[config.mk]
export PLATFORM = sky130hd
export DESIGN_NAME = c_element_array
export DESIGN_NICKNAME = d
export VERILOG_FILES = /design/src/rtl/c_elem_pkg.sv /design/src/rtl/c_elem_chan.sv /design/src/rtl/c_element_array.sv
export SDC_FILE = /design/constraint.sdc
export NUM_CORES = 1
export LEC_CHECK = 0
export CAP_MARGIN = 15
export CORE_UTILIZATION = 40
export CTS_CLUSTER_DIAMETER = 200
export DETAILED_ROUTE_END_ITERATION = 8
export GPL_TIMING_DRIVEN = 0
export PLACE_DENSITY = 0.55
export RECOVER_POWER = 100
export REMOVE_ABC_BUFFERS = 1
export SYNTH_ARGS = -nofsm -noshare
export SYNTH_HDL_FRONTEND = slang
export SYNTH_SLANG_ARGS = --single-unit
[constraint.sdc]
create_clock -name clk -period 1.8 [get_ports clk]
set_input_delay 0.54 -clock clk [delete_from_list [all_inputs] [get_ports clk]]
set_output_delay 0.54 -clock clk [all_outputs]
set_load 0.1 [all_outputs]
[src/rtl/c_elem_pkg.sv]
// Shared types and index helpers for the clocked C-element array.
//   mode_t  : per-channel join behaviour (symmetric, asymmetric-plus,
//             asymmetric-minus, reserved = symmetric)
//   mode_lsb: bit offset of channel k's mode field in the packed mode bus
//   in_lsb  : bit offset of channel k's first input in the packed input bus
package c_elem_pkg;

  typedef enum logic [1:0] {
    SYM    = 2'b00,
    APLUS  = 2'b01,
    AMINUS = 2'b10,
    RSVD   = 2'b11
  } mode_t;

  localparam int unsigned MODE_W = 2;

  function automatic int unsigned mode_lsb(input int unsigned chan);
    return chan * MODE_W;
  endfunction

  function automatic int unsigned in_lsb(input int unsigned chan, input int unsigned inputs);
    return chan * inputs;
  endfunction

endpackage

[src/rtl/c_elem_chan.sv]
// One generalised Muller C-element channel.
//   clk      : clock
//   extReset : asynchronous active-low reset
//   en       : 1 lets c_o/toggle_o update; sync, filter and stall always run
//   mode     : join behaviour for this channel
//   in_i     : INPUTS asynchronous handshake wires
//   c_o      : registered C-element output
//   toggle_o : one-cycle pulse in the cycle c_o takes a new value
//   stall_o  : high while the filtered inputs have been mixed for TIMEOUT cycles
module c_elem_chan
  import c_elem_pkg::*;
#(
  parameter int unsigned INPUTS      = 2,
  parameter int unsigned SYNC_STAGES = 2,
  parameter int unsigned FILTER      = 2,
  parameter int unsigned TIMEOUT     = 64,
  parameter bit          RESET_VAL   = 1'b0
) (
  input  logic              clk,
  input  logic              extReset,
  input  logic              en,
  input  mode_t             mode,
  input  logic [INPUTS-1:0] in_i,
  output logic              c_o,
  output logic              toggle_o,
  output logic              stall_o
);

  localparam int unsigned FCW = $clog2(FILTER + 1);
  localparam logic [FCW-1:0] F_LAST = FCW'(FILTER - 1);
  localparam logic [FCW-1:0] F_ONE  = FCW'(1);

  logic [SYNC_STAGES-1:0][INPUTS-1:0] sync_q;
  logic [INPUTS-1:0]                  s;
  logic [INPUTS-1:0]                  f;
  logic [INPUTS-1:0][FCW-1:0]         fcnt;
  logic                               all1;
  logic                               all0;
  logic                               mixed;
  logic                               eval;

  // Synchroniser chain, stage 0 samples the raw asynchronous wires.
  always_ff @(posedge clk or negedge extReset) begin
    if (!extReset) begin
      sync_q <= '0;
    end else begin
      sync_q[0] <= in_i;
      for (int unsigned i = 1; i < SYNC_STAGES; i++) begin
        sync_q[i] <= sync_q[i-1];
      end
    end
  end

  assign s = sync_q[SYNC_STAGES-1];

  // Glitch filter: s must disagree with f for FILTER consecutive cycles.
  always_ff @(posedge clk or negedge extReset) begin
    if (!extReset) begin
      f    <= '0;
      fcnt <= '0;
    end else begin
      for (int unsigned j = 0; j < INPUTS; j++) begin
        if (s[j] == f[j]) begin
          fcnt[j] <= '0;
        end else if (fcnt[j] == F_LAST) begin
          f[j]    <= s[j];
          fcnt[j] <= '0;
        end else begin
          fcnt[j] <= fcnt[j] + F_ONE;
        end
      end
    end
  end

  assign all1  = &f;
  assign all0  = ~|f;
  assign mixed = !all1 && !all0;

  // Asymmetric modes let input 0 alone drive one of the two transitions.
  always_comb begin
    eval = c_o;
    case (mode)
      APLUS: begin
        if (all1)       eval = 1'b1;
        else if (!f[0]) eval = 1'b0;
      end
      AMINUS: begin
        if (f[0])       eval = 1'b1;
        else if (all0)  eval = 1'b0;
      end
      default: begin
        if (all1)       eval = 1'b1;
        else if (all0)  eval = 1'b0;
      end
    endcase
  end

  always_ff @(posedge clk or negedge extReset) begin
    if (!extReset) begin
      c_o      <= RESET_VAL;
      toggle_o <= 1'b0;
    end else if (en && (eval != c_o)) begin
      c_o      <= eval;
      toggle_o <= 1'b1;
    end else begin
      toggle_o <= 1'b0;
    end
  end

  if (TIMEOUT > 0) begin : g_stall
    localparam int unsigned SCW = $clog2(TIMEOUT + 1);
    localparam logic [SCW-1:0] S_MAX = SCW'(TIMEOUT);
    localparam logic [SCW-1:0] S_ONE = SCW'(1);

    logic [SCW-1:0] scnt;

    always_ff @(posedge clk or negedge extReset) begin
      if (!extReset) begin
        scnt <= '0;
      end else if (mixed) begin
        if (scnt != S_MAX) scnt <= scnt + S_ONE;
      end else begin
        scnt <= '0;
      end
    end

    assign stall_o = (scnt == S_MAX);
  end else begin : g_no_stall
    assign stall_o = 1'b0;
  end

endmodule

[src/rtl/c_element_array.sv]
// Clocked array of CHANNELS generalised Muller C-elements joining INPUTS
// asynchronous handshake wires each, with synchronisation, glitch filtering,
// transition pulses and a stall watchdog per channel.
//   clk      : clock
//   extReset : asynchronous active-low reset
//   en       : 1 lets outputs update; 0 freezes c_o and toggle_o
//   mode     : per-channel mode, channel k at [2k+1:2k]
//   in_i     : async inputs, channel k input j at bit k*INPUTS+j
//   c_o      : C-element outputs (registered)
//   toggle_o : one-cycle pulse when c_o[k] changes
//   stall_o  : channel k inputs mixed for >= TIMEOUT cycles
module c_element_array
  import c_elem_pkg::*;
#(
  parameter int unsigned CHANNELS    = 3,
  parameter int unsigned INPUTS      = 2,
  parameter int unsigned SYNC_STAGES = 2,
  parameter int unsigned FILTER      = 2,
  parameter int unsigned TIMEOUT     = 64,
  parameter bit          RESET_VAL   = 1'b0
) (
  input  logic                         clk,
  input  logic                         extReset,
  input  logic                         en,
  input  logic [MODE_W*CHANNELS-1:0]   mode,
  input  logic [INPUTS*CHANNELS-1:0]   in_i,
  output logic [CHANNELS-1:0]          c_o,
  output logic [CHANNELS-1:0]          toggle_o,
  output logic [CHANNELS-1:0]          stall_o
);

  for (genvar k = 0; k < CHANNELS; k++) begin : g_chan
    c_elem_chan #(
      .INPUTS      (INPUTS),
      .SYNC_STAGES (SYNC_STAGES),
      .FILTER      (FILTER),
      .TIMEOUT     (TIMEOUT),
      .RESET_VAL   (RESET_VAL)
    ) u_chan (
      .clk      (clk),
      .extReset (extReset),
      .en       (en),
      .mode     (mode_t'(mode[mode_lsb(k) +: MODE_W])),
      .in_i     (in_i[in_lsb(k, INPUTS) +: INPUTS]),
      .c_o      (c_o[k]),
      .toggle_o (toggle_o[k]),
      .stall_o  (stall_o[k])
    );
  end

endmodule

Word-level counts from Yosys, hierarchy flattened
Index checks and enable logic that the tools add are counted. Widths: inputs -> output; s select.

Output and inout bits: 9. Bits in registers: 57. Word-level logic and storage cells: 132. Bits of input ports: 15.

$add $sub $neg: 9. Equality and inequality tests: 30. Multiplexer cells: 39. Bitwise operators: 6. Reductions and logical operators: 21.

Operator list (number): $mux 7 (6); $mux 2 (12); $add 7x1->7 const B (3); $eq 7x7->1 const B (3); $ne 7x7->1 const B (3); $eq 2x1->1 const B (9); $mux 1 (18); $reduce_and 2->1 (9); $add 2x1->2 const B (6); $eq 1x1->1 (6); $eq 2x2->1 const B (3); $logic_and 1x1->1 (6); $ne 2x2->1 const B (3); $not 1->1 (6); $pmux 1 s2 (3); $reduce_or 2->1 (3); $logic_not 1->1 (3); $ne 1x1->1 (3).

Depth between registers and ports, before layout
Gate-level depths: netlist of the first run.

Depth after elaboration: 7. Mapped depth: 5. Mapped depth without buffers: 5.

Hierarchy
From an unflattened synthesis of the first run, not the netlist that was laid out.

Cells, all modules: 256. Area, all modules: 2728.9 um^2.

By module, submodules not included: c_elem_chan (g_chan[1].u_chan ...) (instances 2, cells each 85, area an instance 913.4 um^2, sequential area each 475.5 um^2); c_elem_chan (g_chan[0].u_chan) (instances 1, cells each 86, area an instance 902.1 um^2, sequential area each 475.5 um^2).

Worst setup path before layout of the first run
Ideal clock, no wire load.

Path kind: flip-flop to output port. Start: register g_chan[2].u_chan.g_stall.scnt[0]. End: output port stall_o[2]. Arrival time: 1.282 ns. Data required time: 1.260 ns. Buffers on the path: 1. Stages on the path, launching flop included: 6. Setup slack: -0.022 ns. Cells stage by stage: dfrtp_1 inv_1 ha_1 nand4bb_1 nor3_2 buf_4.

Cells in the longest elaborated chain, start to end: 1.

Ends and longest elaborated chain: from (decl) (RTL line c_elem_chan.sv:115) `logic [SCW-1:0] scnt;`; from (signal assigned) (RTL line c_elem_chan.sv:121) `if (scnt != S_MAX) scnt <= scnt + S_ONE;`; $eq 7x7->1 (RTL line c_elem_chan.sv:127) `assign stall_o = (scnt == S_MAX);`; to (decl) (RTL line c_element_array.sv:29) `output logic [CHANNELS-1:0] stall_o`.

No other way between the ends.

Worst setup path after layout of the first run
Ends and elaborated chain as after synthesis.

==> results.yml, run 1 <==
floorplanning:
  core.rowCount: 29
  core_area_um2: 6495
  die-width_um: 85.15
  io_pins: 24
  fp.dieH_um: 85.15
  start_util: 0.4257
  die_area_um2: 7250
sta:
  slew-limit-headroom: 0.2813
  worstMarginPinSlew_ns: 1.078
  timing.final.crit_share: 1.112
  max_freq_mhz: 499.5
  finalClockSkew_ns: 0.006759
  worst_slack_ns: -0.2022
  rsz0062_at_grt: "yes"
  setup_viol: 3
  drv_slew: 0
  report.final.hold_viol_count: 0
  whs_ns: 0.3487
  period_needed_ns: 2.002
placed_design:
  dpl.hpwl_um: 2936
  placed_area_um2: 3005
  io_buffers: 23
  gp_congestion: 0.7181
logic_synthesis:
  synth_edf_count: 0
  avgSynthCellArea_um2: 10.36
  synth_top_area_frac: 0.5158
  ys_seq_elements: 57
  yosys.area.top_type: "dfrtp_1"
  ys_async_sr_fraction: 1.000
  synthFlopType: "dfrtp_1"
  yosysSeqAreaShare: 0.5158
  ys_types: 34
  synth.cell_area_um2: 2765
  synthTopCellsByArea: "dfrtp_1 (52%), ha_1 (5.4%), nand2_1 (4.1%)"
  synthTopCellsByCount: "dfrtp_1 (57), nand2_1 (30), inv_1 (21), nand2b_1 (14), nor2_1 (14)"
  synth.most_common_cell: "dfrtp_1"
  yosysWarnings: 0
  synth_cells: 267
power:
  pwr-share-clk: 0.216
  p_sw_mw: 1.895
  p_leak_nw: 1.440
  internal_power_mw: 2.756
  powerDensity_nw_per_um2: 1397
  power_mw: 4.650
  netSwitchingFraction: 0.4074
  power.share.sequential: 0.397
  power_frac_comb: 0.386
  ir_worst_vdd_v: 0.0005172
worst_hold_path:
  hold_path_end: "g_chan[0].u_chan.s[0]"
  hold_path.class: "flip-flop to flip-flop"
  min_from: "g_chan[0].u_chan.sync_q[0]"
  hold_depth: 0
final_layout:
  multi_input_area_um2: 1216
  layout-drive-gt1-share: 0.1711
  seqCellArea_um2: 1426
  final_cell_area_um2: 3328
  final_util: 0.5124
  layout.nets: 326
  n_fill_cell: 594
  insertedDiodeCount: 0
  syn2layout_area_growth_pct: 20.36
detailed_routing:
  drc_errors: 0
  vias: 1869
  vias_per_cell: 4.906
  drt_iter0_markers: 75
  drtPass1Iterations: 4
  wl_per_cell_um: 12.10
  drt_wl_total_um: 4611
  antenna_left: 0
clock_tree:
  hold_buffers: 0
  cts_buffers: 9
  cts.reportedPaths.clkPinSlew_ns: 0.07
  cts_tree: "done"
  cts-root-buf: "clkbuf_8"
  cts.sinks: 57
  h-tree-depth: 3
  clock_latency_ns: 0.34
  clockBufferDepth: 2
setup_path:
  rrSetupSlack_ns: 0.07
  r2r_cells: 4
  path_class: "flip-flop to output port"
  r2r-start: "g_chan[2].u_chan.f[0]"
  critPathCaptureType: "output port"
  critPathLaunchType: "flip-flop"
  r2r_end: "g_chan[2].u_chan.g_stall.scnt[6]"
  crit_arrival_ns: 1.46
  critical_path_required_ns: 1.26
  cp_max_fo: 2
run:
  maxCapViolCount: 0
global_routing:
  grt.total_usage: 0.1486
  overflow: 0
  antenna_found_initial: 0
  grt_max_degree: 40
  grt_pass1_wl_um: 8142
  grt_pass1_vias: 1746
run_status:
  status: "finished with violations"
  violations: "setup timing"
[cells by family after synthesis]
logic type,count (synthesis),share of synthesized area
AOI/OAI and AO/OA,41,0.1009
xor gates and xnor gates,14,0.04434
DFF,57,0.5158
buffers and inverters,36,0.06516
adders and majority gates,12,0.05430
and+or+nand+nor,99,0.1905
muxes,8,0.02896
[how the worst max path moves through the flow]
stage,from,endpoint,slack [ns],cells past startpoint
after global placement,extReset,g_chan[1].u_chan.sync_q[1],-1.73,1
after global routing,g_chan[1].u_chan.g_stall.scnt[5],stall_o[1],-0.28,3
final,g_chan[2].u_chan.g_stall.scnt[0],stall_o[2],-0.20,5
after floorplan,g_chan[2].u_chan.g_stall.scnt[0],stall_o[2],-0.75,4
after CTS,g_chan[2].u_chan.g_stall.scnt[0],stall_o[2],-0.31,5
after detailed placement,g_chan[2].u_chan.g_stall.scnt[0],stall_o[2],-0.97,5
[power by group through the flow]
stage               combinational, mW  clock [mW]  sequential [mW]
floorplan                       0.981           0             2.19
global placement                 1.70           0             1.88
detailed placement               1.74           0             1.88
CTS                              1.77        1.04             1.84
global route                     2.01        1.12             1.90
finish                           1.80        1.01             1.85
[critical path, stage by stage, from the launching register on]
cell       delay [ns]
dfrtp_1          0.39
inv_2            0.08
ha_4             0.14
nand4bb_4        0.11
nor3_4           0.20
buf_12           0.21
[state kept, by name, summed over array words and instances (netlist names)]
name	count
g_chan.u_chan.sync_q	6
g_chan.u_chan.fcnt	12
g_chan.u_chan.c_o	3
g_chan.u_chan.g_stall.scnt	21
g_chan.u_chan.s	6
g_chan.u_chan.toggle_o	3
g_chan.u_chan.f	6
[through the flow]
stage               setup WS, ns  TNS, ns  cells
floorplan                -0.7472   -3.212    252
global placement          -1.727  -102.45    352
detailed placement       -0.9747   -4.156    353
CTS                      -0.3087  -0.6480    379
global route             -0.2840   -5.394    381
finish                   -0.2022  -0.5518    381
[layout by cell type (no fill, tap or decap), types with 3 or more instances in the layout]
| master | n |
|---|---|
| clkinv_2 | 4 |
| clkdlybuf4s50_1 | 6 |
| o311ai_0 | 3 |
| o21ai_1 | 4 |
| o221ai_1 | 3 |
| ha_1 | 11 |
| a21o_1 | 3 |
| nor2b_1 | 9 |
| nor3_1 | 6 |
| nand3_1 | 6 |
| o21bai_1 | 3 |
| buf_4 | 12 |
| clkdlybuf4s15_2 | 3 |
| mux2i_1 | 8 |
| xnor2_1 | 12 |
| nor2_1 | 14 |
| buf_12 | 3 |
| dlygate4sd3_1 | 7 |
| a31o_2 | 6 |
| nand2_1 | 30 |
| o21ai_0 | 6 |
| nand4b_1 | 3 |
| or4b_1 | 4 |
| a2bb2oi_1 | 3 |
| and2_0 | 4 |
| clkbuf_4 | 4 |
| dfrtp_1 | 57 |
| a21oi_1 | 9 |
| nand2b_1 | 14 |
| inv_1 | 19 |
| clkbuf_8 | 9 |
[repair_timing]
item	CTS	global route
buffers inserted	10	2
pin swaps	3	5
resized for setup	55	13
setup endpoints to repair	9	8
hold endpoints to repair	0	0
[layout make-up]
cell class,instances,share of cell area
Timing Repair Buffer,36,0.1045
Multi-Input combinational cell,174,0.3654
Clock buffer,10,0.03835
Clock inverter,6,0.01053
Sequential cell,57,0.4286
Inverter,21,0.02368
Tap cell,77,0.02895
[metal layers]
metal	share of wire	wire, um	vias up	global-route usage
met5	0	0	-	0
met4	0.026	121	0	0.09245
met3	0.044	204	10	0.05156
met2	0.42	1926	27	0.1979
met1	0.51	2359	875	0.2053
li1	-	-	957	-
Note: power is estimated with default switching activity, not from simulation.
==> run 2: changes to the inputs <==
--- a/config.mk
+++ b/config.mk
@@ -6,11 +6,11 @@
 export NUM_CORES = 1
 export LEC_CHECK = 0
 export CAP_MARGIN = 15
-export CORE_UTILIZATION = 40
+export CORE_UTILIZATION = 55
 export CTS_CLUSTER_DIAMETER = 200
 export DETAILED_ROUTE_END_ITERATION = 8
 export GPL_TIMING_DRIVEN = 0
-export PLACE_DENSITY = 0.55
+export PLACE_DENSITY = 0.72
 export RECOVER_POWER = 100
 export REMOVE_ABC_BUFFERS = 1
 export SYNTH_ARGS = -nofsm -noshare
==> constraint.sdc (replaced) <==
create_clock -name clk -period 2.3 [get_ports clk]
set_input_delay 0.69 -clock clk [delete_from_list [all_inputs] [get_ports clk]]
set_output_delay 0.69 -clock clk [all_outputs]
set_load 0.1 [all_outputs]
==> results.yml, run 2 (synthesized netlist as in run 1, its figures left out) <==
floorplanning:
  fp.dieH_um: 72.91
  die-width_um: 72.91
  io_pins: 24
  core.rowCount: 25
  start_util: 0.5778
  die_area_um2: 5315
  core_area_um2: 4786
sta:
  report.final.hold_viol_count: 0
  worst_slack_ns: 0.03499
  max_freq_mhz: 441.5
  timing.final.crit_share: 0.9848
  rsz0062_at_grt: "yes"
  finalClockSkew_ns: 0.004035
  period_needed_ns: 2.265
  setup_viol: 0
  slew-limit-headroom: 0.2115
  drv_slew: 0
  worstMarginPinSlew_ns: 1.183
final_layout:
  insertedDiodeCount: 0
  layout_common_cells: "dfrtp_1 (57), nand2_1 (30), inv_1 (20)"
  largest_reg_flops: 21
  final_cell_area_um2: 3256
  top_regs: "g_chan.u_chan.g_stall.scnt: 21 flops, g_chan.u_chan.fcnt: 12 flops"
  layout-drive-gt1-share: 0.1288
  final_common_cell: "dfrtp_1"
  layout.nets: 318
  syn2layout_area_growth_pct: 17.74
  regMostFlops: "g_chan.u_chan.g_stall.scnt"
  final_util: 0.6803
power:
  power_frac_comb: 0.372
  p_leak_nw: 1.424
  internal_power_mw: 2.209
  pwr-share-clk: 0.229
  power.share.sequential: 0.399
  ir_worst_vdd_v: 0.0006497
  p_sw_mw: 1.434
  powerDensity_nw_per_um2: 1119
  netSwitchingFraction: 0.3936
setup_path:
  crit_slowest_cell: "dfrtp_1"
  crit_family: "flip-flops"
  crit_arrival_ns: 1.58
  critPathLaunchType: "flip-flop"
  critPathCaptureType: "output port"
  crit_chain: "inv_2 > ha_4 > nand4bb_4 > nor3_4 > buf_12"
  critical_path_required_ns: 1.61
  crit_buf_inv: 2
  path_class: "flip-flop to output port"
  max_stage_delay_ns: 0.42
  cp_max_fo: 4
  r2r_cells: 4
  rrSetupSlack_ns: 0.62
  r2r_end: "g_chan[2].u_chan.g_stall.scnt[5]"
  r2r-start: "g_chan[2].u_chan.f[0]"
run_status:
  status: "completed"
clock_tree:
  cts.sinks: 57
  cts-root-buf: "clkbuf_8"
  h-tree-depth: 3
  clockBufferDepth: 2
  cts_buffers: 9
  cts.reportedPaths.clkPinSlew_ns: 0.06
  cts_tree: "done"
  clock_latency_ns: 0.32
run:
  maxCapViolCount: 0
global_routing:
  grtUsageMet1: 0.2434
  gr-usage-met2: 0.3229
  overflow: 0
  grt_max_degree: 38
  grt_pass1_wl_um: 7776
  grt.total_usage: 0.1977
  grt_pass1_vias: 1758
  use_met3: 0.04144
  antenna_found_initial: 0
  top_usage_layer: "met2"
placed_design:
  io_buffers: 23
  placed_area_um2: 2993
  gp_congestion: 0.7522
  dpl.hpwl_um: 3129
  dp_slack_ns: -0.6606
worst_hold_path:
  min_from: "g_chan[1].u_chan.sync_q[1]"
  hold_depth: 0
  hold_path.class: "flip-flop to flip-flop"
  hold_path_end: "g_chan[1].u_chan.s[1]"
detailed_routing:
  drtPass1Iterations: 4
  vias_per_cell: 5.171
  drt_wl_total_um: 4518
  vias: 1872
  antenna_left: 0
  drt_iter0_markers: 106
  drc_errors: 0
  wl_per_cell_um: 12.48
[run 2: repair_timing]
item                                    4_1_cts  5_1_grt
hold buffers                                  0        0
gates resized for setup                      36        7
buffers inserted                              0        4
pin swaps                                     0        2
endpoints found under the setup margin        9        3
[run 2: power by group through the flow]
stage / combinational, mW / sequential, mW / clock, mW
final: 1.36 / 1.45 / 0.833
after global routing: 1.52 / 1.50 / 0.902
after CTS: 1.35 / 1.46 / 0.861
after detailed placement: 1.36 / 1.47 / 0
after global placement: 1.31 / 1.46 / 0
after floorplan: 0.768 / 1.71 / 0
[run 2: layer usage]
| layer | vias to the layer above | wire, um |
|---|---|---|
| li1 | 935 | - |
| met2 | 32 | 2166 |
| met3 | 10 | 135 |
| met1 | 895 | 2104 |
| met5 | - | 0 |
| met4 | 0 | 111 |
[run 2: layout make-up]
cell class	instances	area, um2
fill	364	1530
inverter	21	78.83
multi-input combinational	174	1196
clock inverter	3	15.01
clock buffer	12	165.2
sequential	57	1426
tap	67	83.83
timing repair buffer	28	290.3
[run 2: worst max path at each step]
stage                                                start                                to  slack [ns]  cells after the start
after floorplan           g_chan[2].u_chan.g_stall.scnt[0]                        stall_o[2]       -0.40                      4
after global placement                            extReset  g_chan[2].u_chan.g_stall.scnt[1]       -1.22                      1
after detailed placement  g_chan[2].u_chan.g_stall.scnt[0]                        stall_o[2]       -0.66                      5
after CTS                 g_chan[2].u_chan.g_stall.scnt[0]                        stall_o[2]       -0.09                      5
after global routing      g_chan[1].u_chan.g_stall.scnt[3]                        stall_o[1]       -0.03                      3
final                     g_chan[2].u_chan.g_stall.scnt[0]                        stall_o[2]        0.03                      5
[run 2: through the flow]
stage / setup TNS [ns] / cells / hold slack (ns) / power [mW]
2_1_floorplan: -0.5763 / 252 / 0.3312 / 2.480
3_3_place_gp: -70.89 / 342 / 0.3316 / 2.779
3_5_place_dp: -1.706 / 343 / 0.3364 / 2.834
4_1_cts: -0.09045 / 358 / 0.3289 / 3.669
5_1_grt: -0.06500 / 362 / 0.3623 / 3.920
6_report: 0 / 362 / 0.3475 / 3.644
